**src/rtl/pwm_sequencer_pkg.sv**
```systemverilog
// Shared types for the PWM sequencer: dead-time stage enable, FSM state and dead-time width.
`ifndef DTCOUNT_WIDTH
`define DTCOUNT_WIDTH 4
`endif

package PKG_pwm;

    localparam int unsigned DT_W = `DTCOUNT_WIDTH + 1;

    typedef enum logic {
        PwmOff = 1'b0,
        PwmOn  = 1'b1
    } _pwm_onoff;

    typedef enum logic [2:0] {
        StIdle,
        StArm,
        StRun,
        StDrain,
        StFault
    } _pwm_seq_state;

endpackage

```
**src/rtl/pwm_carrier.sv**
```systemverilog
// Carrier counter for the PWM sequencer: wraps at period-1, registered compare, period_end.
module pwm_carrier #(
    parameter int unsigned CNT_WIDTH = 16
) (
    input  logic                 clk,
    input  logic                 reset,
    input  logic                 run,
    input  logic                 run_next,
    input  logic [CNT_WIDTH-1:0] period,
    input  logic [CNT_WIDTH-1:0] duty_next,
    output logic                 pwm,
    output logic                 period_end
);

    logic [CNT_WIDTH-1:0] cnt_q, cnt_d;
    logic                 pwm_q, pwm_d;
    logic                 wrap;

    assign wrap       = (cnt_q == period - CNT_WIDTH'(1));
    assign period_end = run && wrap;

    // pwm is computed from the next count and next duty so it lines up with cnt_q
    always_comb begin
        cnt_d = '0;
        if (run && !wrap) begin
            cnt_d = cnt_q + CNT_WIDTH'(1);
        end
        pwm_d = run_next && (cnt_d < duty_next);
    end

    always_ff @(posedge clk or posedge reset) begin
        if (reset) begin
            cnt_q <= '0;
            pwm_q <= 1'b0;
        end else begin
            cnt_q <= cnt_d;
            pwm_q <= pwm_d;
        end
    end

    assign pwm = pwm_q;

endmodule

```
**src/rtl/pwm_sequencer.sv**
```systemverilog
// PWM sequencer: shadowed configuration, start/stop/drain sequencing and a fault shutdown
// path that is compiled in only when PWM_FAULT_EN is defined.
module pwm_sequencer
    import PKG_pwm::*;
#(
    parameter int unsigned CNT_WIDTH = 16
) (
    input  logic                    clk,
    input  logic                    reset,
    input  logic                    start,
    input  logic                    stop,
    input  logic                    cfg_valid,
    output logic                    cfg_ready,
    input  logic [CNT_WIDTH-1:0]    period_in,
    input  logic [CNT_WIDTH-1:0]    duty_in,
    input  logic [`DTCOUNT_WIDTH:0] dtime_A_in,
    input  logic [`DTCOUNT_WIDTH:0] dtime_B_in,
    input  logic                    fault,
    input  logic                    fault_clr,
    output logic                    pwm,
    output logic [`DTCOUNT_WIDTH:0] dtime_A,
    output logic [`DTCOUNT_WIDTH:0] dtime_B,
    output _pwm_onoff               pwm_onoff,
    output logic                    period_end,
    output logic                    cfg_err,
    output logic                    fault_active
);

    localparam int unsigned DC_W = DT_W + 1;

    _pwm_seq_state        state_q, state_d;
    logic [CNT_WIDTH-1:0] sh_period_q, sh_duty_q, period_q, duty_q, duty_nxt;
    logic [DT_W-1:0]      sh_dta_q, sh_dtb_q, dta_q, dtb_q;
    logic [DC_W-1:0]      drain_cnt_q;
    logic                 pending_q, configured_q, stop_q, cfg_err_q;
    _pwm_onoff            onoff_q;
    logic                 cfg_hs, cfg_accept, cfg_reject;
    logic                 run, run_next, load, drain_done, carrier_end;
    logic                 fault_hit, fault_exit;

    assign cfg_hs     = cfg_valid && !pending_q;
    assign cfg_reject = cfg_hs && (period_in < CNT_WIDTH'(2));
    assign cfg_accept = cfg_hs && !cfg_reject;

`ifdef PWM_FAULT_EN
    logic fault_s1_q, fault_s2_q;

    always_ff @(posedge clk or posedge reset) begin
        if (reset) begin
            fault_s1_q <= 1'b0;
            fault_s2_q <= 1'b0;
        end else begin
            fault_s1_q <= fault;
            fault_s2_q <= fault_s1_q;
        end
    end

    assign fault_hit    = fault_s2_q;
    assign fault_exit   = fault_clr && !fault_s2_q;
    assign fault_active = (state_q == StFault);
`else
    logic unused_fault;
    assign unused_fault = fault ^ fault_clr;
    assign fault_hit    = 1'b0;
    assign fault_exit   = 1'b0;
    assign fault_active = 1'b0;
`endif

    always_ff @(posedge clk or posedge reset) begin
        if (reset) begin
            state_q <= StIdle;
        end else begin
            state_q <= state_d;
        end
    end

    always_comb begin
        state_d = state_q;
        unique case (state_q)
            StIdle:  if (start && !stop && configured_q) state_d = StArm;
            StArm:   state_d = StRun;
            StRun:   if (carrier_end && (stop_q || stop)) state_d = StDrain;
            StDrain: if (drain_done) state_d = StIdle;
            StFault: if (fault_exit) state_d = StIdle;
            default: state_d = StIdle;
        endcase
        if (fault_hit && (state_q inside {StArm, StRun, StDrain})) begin
            state_d = StFault;
        end
    end

    always_comb begin
        load       = 1'b0;
        drain_done = 1'b0;
        unique case (state_q)
            StArm:   load = 1'b1;
            StRun:   load = carrier_end && pending_q;
            StDrain: drain_done = (drain_cnt_q == {1'b0, dta_q} + DC_W'(1));
            default: ;
        endcase
    end

    assign run      = (state_q == StRun);
    assign run_next = (state_d == StRun);
    assign duty_nxt = load ? sh_duty_q : duty_q;

    always_ff @(posedge clk or posedge reset) begin
        if (reset) begin
            sh_period_q  <= '0;
            sh_duty_q    <= '0;
            sh_dta_q     <= '0;
            sh_dtb_q     <= '0;
            period_q     <= '0;
            duty_q       <= '0;
            dta_q        <= '0;
            dtb_q        <= '0;
            pending_q    <= 1'b0;
            configured_q <= 1'b0;
            stop_q       <= 1'b0;
            cfg_err_q    <= 1'b0;
            drain_cnt_q  <= '0;
            onoff_q      <= PwmOff;
        end else begin
            cfg_err_q <= cfg_reject;
            if (cfg_accept) begin
                sh_period_q  <= period_in;
                sh_duty_q    <= duty_in;
                sh_dta_q     <= dtime_A_in;
                sh_dtb_q     <= dtime_B_in;
                configured_q <= 1'b1;
            end
            // accept only happens with pending low, so it never races a boundary load
            if (cfg_accept) begin
                pending_q <= 1'b1;
            end else if (load) begin
                pending_q <= 1'b0;
            end
            if (load) begin
                period_q <= sh_period_q;
                duty_q   <= sh_duty_q;
                dta_q    <= sh_dta_q;
                dtb_q    <= sh_dtb_q;
            end
            stop_q      <= (run && run_next) ? (stop_q || stop) : 1'b0;
            drain_cnt_q <= (state_q == StDrain && state_d == StDrain) ?
                           drain_cnt_q + DC_W'(1) : '0;
            onoff_q     <= (state_d == StRun || state_d == StDrain) ? PwmOn : PwmOff;
        end
    end

    pwm_carrier #(
        .CNT_WIDTH(CNT_WIDTH)
    ) u_carrier (
        .clk       (clk),
        .reset     (reset),
        .run       (run),
        .run_next  (run_next),
        .period    (period_q),
        .duty_next (duty_nxt),
        .pwm       (pwm),
        .period_end(carrier_end)
    );

    assign period_end = carrier_end;
    assign cfg_ready  = ~pending_q;
    assign cfg_err    = cfg_err_q;
    assign dtime_A    = dta_q;
    assign dtime_B    = dtb_q;
    assign pwm_onoff  = onoff_q;

endmodule

```
**config.mk**
```make
export PLATFORM = sky130hd
export DESIGN_NAME = pwm_sequencer
export DESIGN_NICKNAME = d
export VERILOG_FILES = /design/src/rtl/pwm_sequencer_pkg.sv /design/src/rtl/pwm_carrier.sv /design/src/rtl/pwm_sequencer.sv
export SDC_FILE = /design/constraint.sdc
export NUM_CORES = 1
export LEC_CHECK = 0
export CORE_AREA = 2 2 121 123
export DETAILED_ROUTE_END_ITERATION = 10
export DIE_AREA = 0 0 123 125
export PLACE_DENSITY = 0.72
export SLEW_MARGIN = 20
export SYNTH_ARGS = -nofsm -noshare
export SYNTH_HDL_FRONTEND = slang
export SYNTH_HIERARCHICAL = 1
export SYNTH_SLANG_ARGS = --single-unit
export TNS_END_PERCENT = 50
```
**constraint.sdc**
```tcl
create_clock -name clk -period 8.05 [get_ports clk]
set_input_delay 1.2075 -clock clk [delete_from_list [all_inputs] [get_ports clk]]
set_output_delay 1.2075 -clock clk [all_outputs]
set_load 0.05 [all_outputs]
```
Word-level counts from Yosys, hierarchy flattened. Index checks and enable logic that the tools add are counted.

Add/subtract/negate cells: 4. Multiply operators: 0. Divide/modulo/power cells: 0. $lt $le $gt $ge: 2. Equal/unequal tests: 8. Shifts and indexed selects: 0. Muxes and demuxes: 13. Bitwise logic cells: 1. Reductions and logical operators: 20.

Operators by type and width (count): two-way mux 16 bit (2); adder 16 x 1 -> 16 bit, second input constant (1); equality test 16 bit (1); < comparator 16 bit (1); < comparator 16 x 2 -> 1 bit, second input constant (1); subtractor 16 x 1 -> 16 bit, second input constant (1); case mux 3 bit (5 select lines) (1); equality test 3 x 2 -> 1 bit, second input constant (4); logical AND 1 bit (12); two-way mux 3 bit (3); adder 5 x 1 -> 6 bit, second input constant (1); adder 6 x 1 -> 6 bit, second input constant (1); equality test 6 bit (1); two-way mux 6 bit (1); two-way mux 1 bit (5); logical NOT 1 bit (4); equality test 3 x 1 -> 1 bit, second input constant (1); equality test 3 bit, second input constant (1); logical NOT 3 bit (1); logical OR 1 bit (2); case mux 1 bit (2 select lines) (1); nonzero test 2 bit (1); inverter 1 bit (1).

Register bits after elaboration: 115. Latch bits: 0. RAM bits: 0. ROM bits: 0. Input port bits: 49. Output and inout bits: 16. Word-level logic and storage cells: 65. Memories: 0.

Longest topological paths before layout.
Depth after elaboration: 9. Mapped depth: 21. Mapped depth without buffers: 19.

By module. Netlist, hierarchy kept.

By module, submodules not included: pwm_sequencer (instances 1, cells an instance 272, area an instance 4221.5 um2, seq. area each 2452.4 um2); pwm_carrier (instances 1, cells an instance 240, area an instance 2020.7 um2, seq. area each 425.4 um2).

Worst setup path after synthesis. No wires, ideal clock.

Path kind: flip-flop to flip-flop. From: register period_q[0]. To: register u_carrier.pwm_q, in the netlist u_carrier/pwm. Setup time: 0.119 ns. Arrival: 6.386 ns. Required time: 7.931 ns. Path slack: 1.545 ns. Cell stages (with the launch flop): 21. Buffers on the path: 2. Period minus slack after synthesis: 6.505 ns. Cell sequence: dfrtp_1 > clkbuf_1 > inv_1 > ha_1 > or4b_1 > or3_1 > and2_1 > a2111oi_0 > or4bb_1 > nor3_1 > nand3_1 > a21oi_4 > buf_6 > mux2_2 > inv_1 > ha_1 > nand3_1 > or3_1 > nor2_1 > or4b_2 > o21a_1.

Longest elaborated chain between the ends: 8. Elaborated cells on any way between the ends: 15. Those cells by class: 1 x add/sub; 1 x order compare; 2 x eq/ne; 5 x mux; 6 x reduce/logical.

RTL lines: start, declared (RTL line pwm_sequencer.sv:32) `logic [CNT_WIDTH-1:0] sh_period_q, sh_duty_q, period_q, duty_q, duty_nxt;`; start signal, assigned (RTL line pwm_sequencer.sv:139) `period_q <= sh_period_q;`; subtractor 16 x 1 -> 16 bit (RTL line pwm_carrier.sv:19) `assign wrap = (cnt_q == period - CNT_WIDTH'(1));`; equality test 16 bit (RTL line pwm_carrier.sv:19); logical AND 1 bit (RTL line pwm_carrier.sv:20) `assign period_end = run && wrap;`; via period_end (RTL line pwm_sequencer.sv:24) `output logic period_end,`; logical AND 1 bit (RTL line pwm_sequencer.sv:97) `StRun: load = carrier_end && pending_q;`; case mux 1 bit (2 select lines) (RTL line pwm_sequencer.sv:95) `unique case (state_q)`; two-way mux 16 bit; via duty_nxt[15] (RTL line pwm_sequencer.sv:32); < comparator 16 bit (RTL line pwm_carrier.sv:28) `pwm_d = run_next && (cnt_d < duty_next);`; logical AND 1 bit (RTL line pwm_carrier.sv:28); via u_carrier.pwm_d (RTL line pwm_carrier.sv:16) `logic pwm_q, pwm_d;`; end signal, assigned (RTL line pwm_carrier.sv:37) `pwm_q <= pwm_d;`; end, declared (RTL line pwm_carrier.sv:16).

The timed path passes the listed nets, and every way through them passes these cells. A chain may end at the register's enable or synchronous reset.

Worst setup path in the final report.
From: register period_q[0]. To: register u_carrier.pwm_q, in the netlist u_carrier/pwm.

Longest elaborated chain between the ends: 8. Elaborated cells on any way between the ends: 15. Those cells by class: 1 x add/sub; 1 x order compare; 2 x eq/ne; 5 x mux; 6 x reduce/logical.

RTL lines (RTL line): subtractor 16 x 1 -> 16 bit (pwm_carrier.sv:19); equality test 16 bit (pwm_carrier.sv:19); logical AND 1 bit (pwm_carrier.sv:20); logical AND 1 bit (pwm_sequencer.sv:97); case mux 1 bit (2 select lines) (pwm_sequencer.sv:95); two-way mux 16 bit; via duty_nxt[14] (pwm_sequencer.sv:32); < comparator 16 bit (pwm_carrier.sv:28); logical AND 1 bit (pwm_carrier.sv:28); via u_carrier.pwm_d (pwm_carrier.sv:16).

The timed path passes the listed nets, and every way through them passes these cells.

==> run_results.csv <==
group,metric,value,unit
yosys,ys_seq_elements,115,
pwr,p_int,0.00134,W
pwr,p_clk_share,48.0,%
min_path,hold_path.class,"reg -> reg",
cells_and_area,fillers,1239,
floorplan,die_y,125,um
pwr,ir_drop,0.000130,V
yosys,synthCells,512,
floorplan,dieArea,15400,sq um
worst_setup_path,worstSetupPathType,"reg -> reg",
pwr,power_leakage,3.38,nW
drt,dr_wl_met3,441,um
floorplan,die_w,123,um
sta,rsz0062_at_grt,"no",
yosys,ys_top_cells_by_area,"dfrtp_1 46%, mux2_4 9.1%, mux2_2 7.9%",
sta,fin_skew,0.00647,ns
placed_design,placedCellCount,737,
clock_network,cts_made_buffers,17,
cells_and_area,finalNonFillerCells,769,
job,cap_violations,0,
yosys,synth_top_area_share,46.1,%
global_routing,grt_pass1_vias,4503,
sta,maxSlewHeadroom,45.5,%
clock_network,cts_tree,"done",
clock_network,insertion_delay,0.42,ns
sta,fmax,157,MHz
cells_and_area,finalNetCount,641,
drt,via_count,4180,
cells_and_area,diodes,0,
cells_and_area,layout-drive-gt1-share,23.8,%
drt,vias_per_cell,5.44,
drt,m1WireLength,5.97,mm
clock_network,cts_htree_levels,4,
yosys,syn_nets,580,
worst_setup_path,crit_path_start_kind,"flip-flop",
sta,worst_pin_slew,0.818,ns
yosys,async_flop_share,100,%
drt,wirelength,13.2,mm
drt,drtPass1Iterations,4,
outcome,status,"finished, final reports clean",
clock_network,cts.sink_count,115,
drt,met2WireLength,6.58,mm
placed_design,placed_area,6890,sq um
worst_setup_path,cp.arrival,6.66,ns
sta,fin_setup_tns,0,ns
pwr,pwr_density_cell,224,nW/um^2
yosys,yosysSeqAreaShare,46.1,%
worst_setup_path,end_kind,"flip-flop",
sta,fin_crit,6.36,ns
global_routing,grtUsageTotal,18.8,%
clock_network,cts_buffer_depth,2,
global_routing,grt_pass1_wl,22.6,mm
floorplan,core_area,14200,sq um
global_routing,antenna_found_initial,0,
pwr,p_sw_share,20.6,%
drt,wire_per_inst,17.1,um
clock_network,clkTransAtPathRegs,0.05,ns
pwr,seqPwrFrac,41.8,%
clock_network,cts_setup_buffers,0,
yosys,synth_edf_count,0,
yosys,avgSynthCellArea,12.2,sq um
placed_design,hpwl,9.29,mm
sta,finalSetupViolations,0,
global_routing,grt-ovfl-total,0,
sta,timing.final.crit_share,79.0,%
cells_and_area,fin_area,7530,sq um
yosys,ys_warn_count,6,
drt,drt-initial-drc-count,236,
yosys,synth_largest_area_cell,"dfrtp_1",
pwr,netSwitchingPower,0.000349,W
drt,drc,0,
global_routing,grt_max_degree,51,
clock_network,cts_resized,0,
drt,highest_layer,"met4",
worst_setup_path,worstPathMaxFanout,17,
clock_network,postCtsHoldBufs,0,
drt,ant_nets,0,
placed_design,gp_congestion,0.836,
cells_and_area,area_growth,20.7,%
floorplan,start_util,43.9,%
yosys,ys_types,71,
placed_design,port_buffers,61,
yosys,syn-cell-area,6240,sq um
sta,maxSlewViolCount,0,
cells_and_area,regArea,2880,sq um
floorplan,ios,65,
cells_and_area,multiInputGateArea,3020,sq um
worst_setup_path,cp.required,8.36,ns
floorplan,rows,44,
sta,hold_viol,0,
clock_network,root_buffer,"clkbuf_16",
pwr,combPwrFrac,10.2,%
yosys,ys.flop_type,"dfrtp_1",
registers in the layout (all words and copies together), names as in the netlist, 5 cells and up:
register / count
dtime_B: 5
period_q: 16
duty_q: 16
drain_cnt_q: 6
u_carrier/cnt_q: 16
dtime_A: 5
sh_dtb_q: 5
sh_dta_q: 5
sh_period_q: 16
sh_duty_q: 16
final timing paths:
| check | slack (ns) | to | cells after the start | start |
|---|---|---|---|---|
| max | 1.69 | u_carrier/pwm | 18 | period_q[0] |
| min | 0.49 | duty_q[3] | 1 | duty_q[3] |
| max reg2reg | 1.69 | u_carrier/pwm | 18 | period_q[0] |
| min reg2reg | 0.49 | duty_q[3] | 1 | duty_q[3] |
| max in group asynchronous | 5.75 | period_q[15] | 3 | reset |
| min in group asynchronous | 1.25 | sh_duty_q[3] | 2 | reset |
through the flow:
stage	power [W]	util [%]	setup slack, ns	hold WS, ns
after floorplan	0.000837	-	1.55	0.430
after global placement	0.000882	48.5	1.78	0.462
after detailed placement	0.000889	48.5	1.76	0.480
after CTS	0.00171	52.9	1.73	0.493
after global routing	0.00176	53.0	1.30	0.508
final	0.00169	53.0	1.69	0.486
cell families (layout without fill, tap and decap cells):
family | count (synthesis) | in the layout | share of synthesized area (%)
AO/OA/AOI/OAI | 71 | 71 | 8.48
XOR/XNOR | 36 | 36 | 5.05
adder cells (fa/ha/maj) | 19 | 19 | 3.81
buffers and inverters | 56 | 129 | 5.55
flip-flops | 115 | 115 | 46.1
multiplexers | 85 | 85 | 17.6
other | 1 | 1 | 0.0601
AND/OR/NAND/NOR | 129 | 129 | 13.3
cells in the mapped netlist (all sizes together), types with 3 or more instances:
| cell type | n |
|---|---|
| a21o | 6 |
| or3 | 7 |
| a41oi | 3 |
| clkbuf | 6 |
| nor4 | 13 |
| or4b | 3 |
| or4 | 5 |
| nor3 | 21 |
| nor2 | 14 |
| a211oi | 8 |
| mux2 | 84 |
| nor2b | 5 |
| o21bai | 4 |
| nand4 | 6 |
| nand3 | 19 |
| nor3b | 6 |
| a2111oi | 3 |
| inv | 32 |
| or2 | 3 |
| xnor2 | 16 |
| buf | 16 |
| xor2 | 20 |
| nand2b | 3 |
| o21ai | 6 |
| a21oi | 13 |
| dfrtp | 115 |
| o211ai | 6 |
| nand2 | 12 |
| ha | 19 |
routing by layer:
metal / up-vias / GRT usage, %
met1: 2084 / 24.5
met4: 0 / 5.88
met5: - / 0
met3: 18 / 5.06
li1: 1998 / -
met2: 80 / 30.5
power groups by stage:
stage / sequential [W] / combinational, W / clock [W]
final: 0.000706 / 0.000173 / 0.000811
after global routing: 0.000716 / 0.000188 / 0.000858
after CTS: 0.000707 / 0.000176 / 0.000827
after detailed placement: 0.000715 / 0.000174 / 0
after global placement: 0.000713 / 0.000169 / 0
after floorplan: 0.000698 / 0.000138 / 0
cell type report:
type | instances | share of cell area [%]
multi-input cells | 341 | 40.1
flip-flops and latches | 115 | 38.2
repair buffers | 65 | 8.60
clock buffers | 22 | 6.03
well taps | 184 | 3.06
clock inverters | 9 | 2.37
inverters | 33 | 1.68
cells in the final DEF, fill, tap and decap left out, types with 14 or more instances in the layout:
master             n
ha_1              19
mux2_4            38
nor2_1            14
mux2_2            44
clkbuf_16         17
inv_1             31
dfrtp_1          115
xor2_1            20
nand3_1           18
xnor2_1           16
clkdlybuf4s50_1   61
worst max-delay path: stages, from the launching register on:
cell and delay, ns:
dfrtp_1 0.49, inv_1 0.11, ha_1 0.23, or4b_1 0.59, or3_1 0.38, and2_1 0.16, a2111oi_0 0.43, or4bb_1 0.44
nor3_1 0.57, nand3_1 0.24, a21oi_4 0.54, mux2_2 0.41, inv_1 0.07, ha_1 0.15, nand3_1 0.13, or3_1 0.40
nor2_1 0.13, or4b_2 0.59, o21a_1 0.18
No activity file was read; power rests on OpenSTA's default activity.
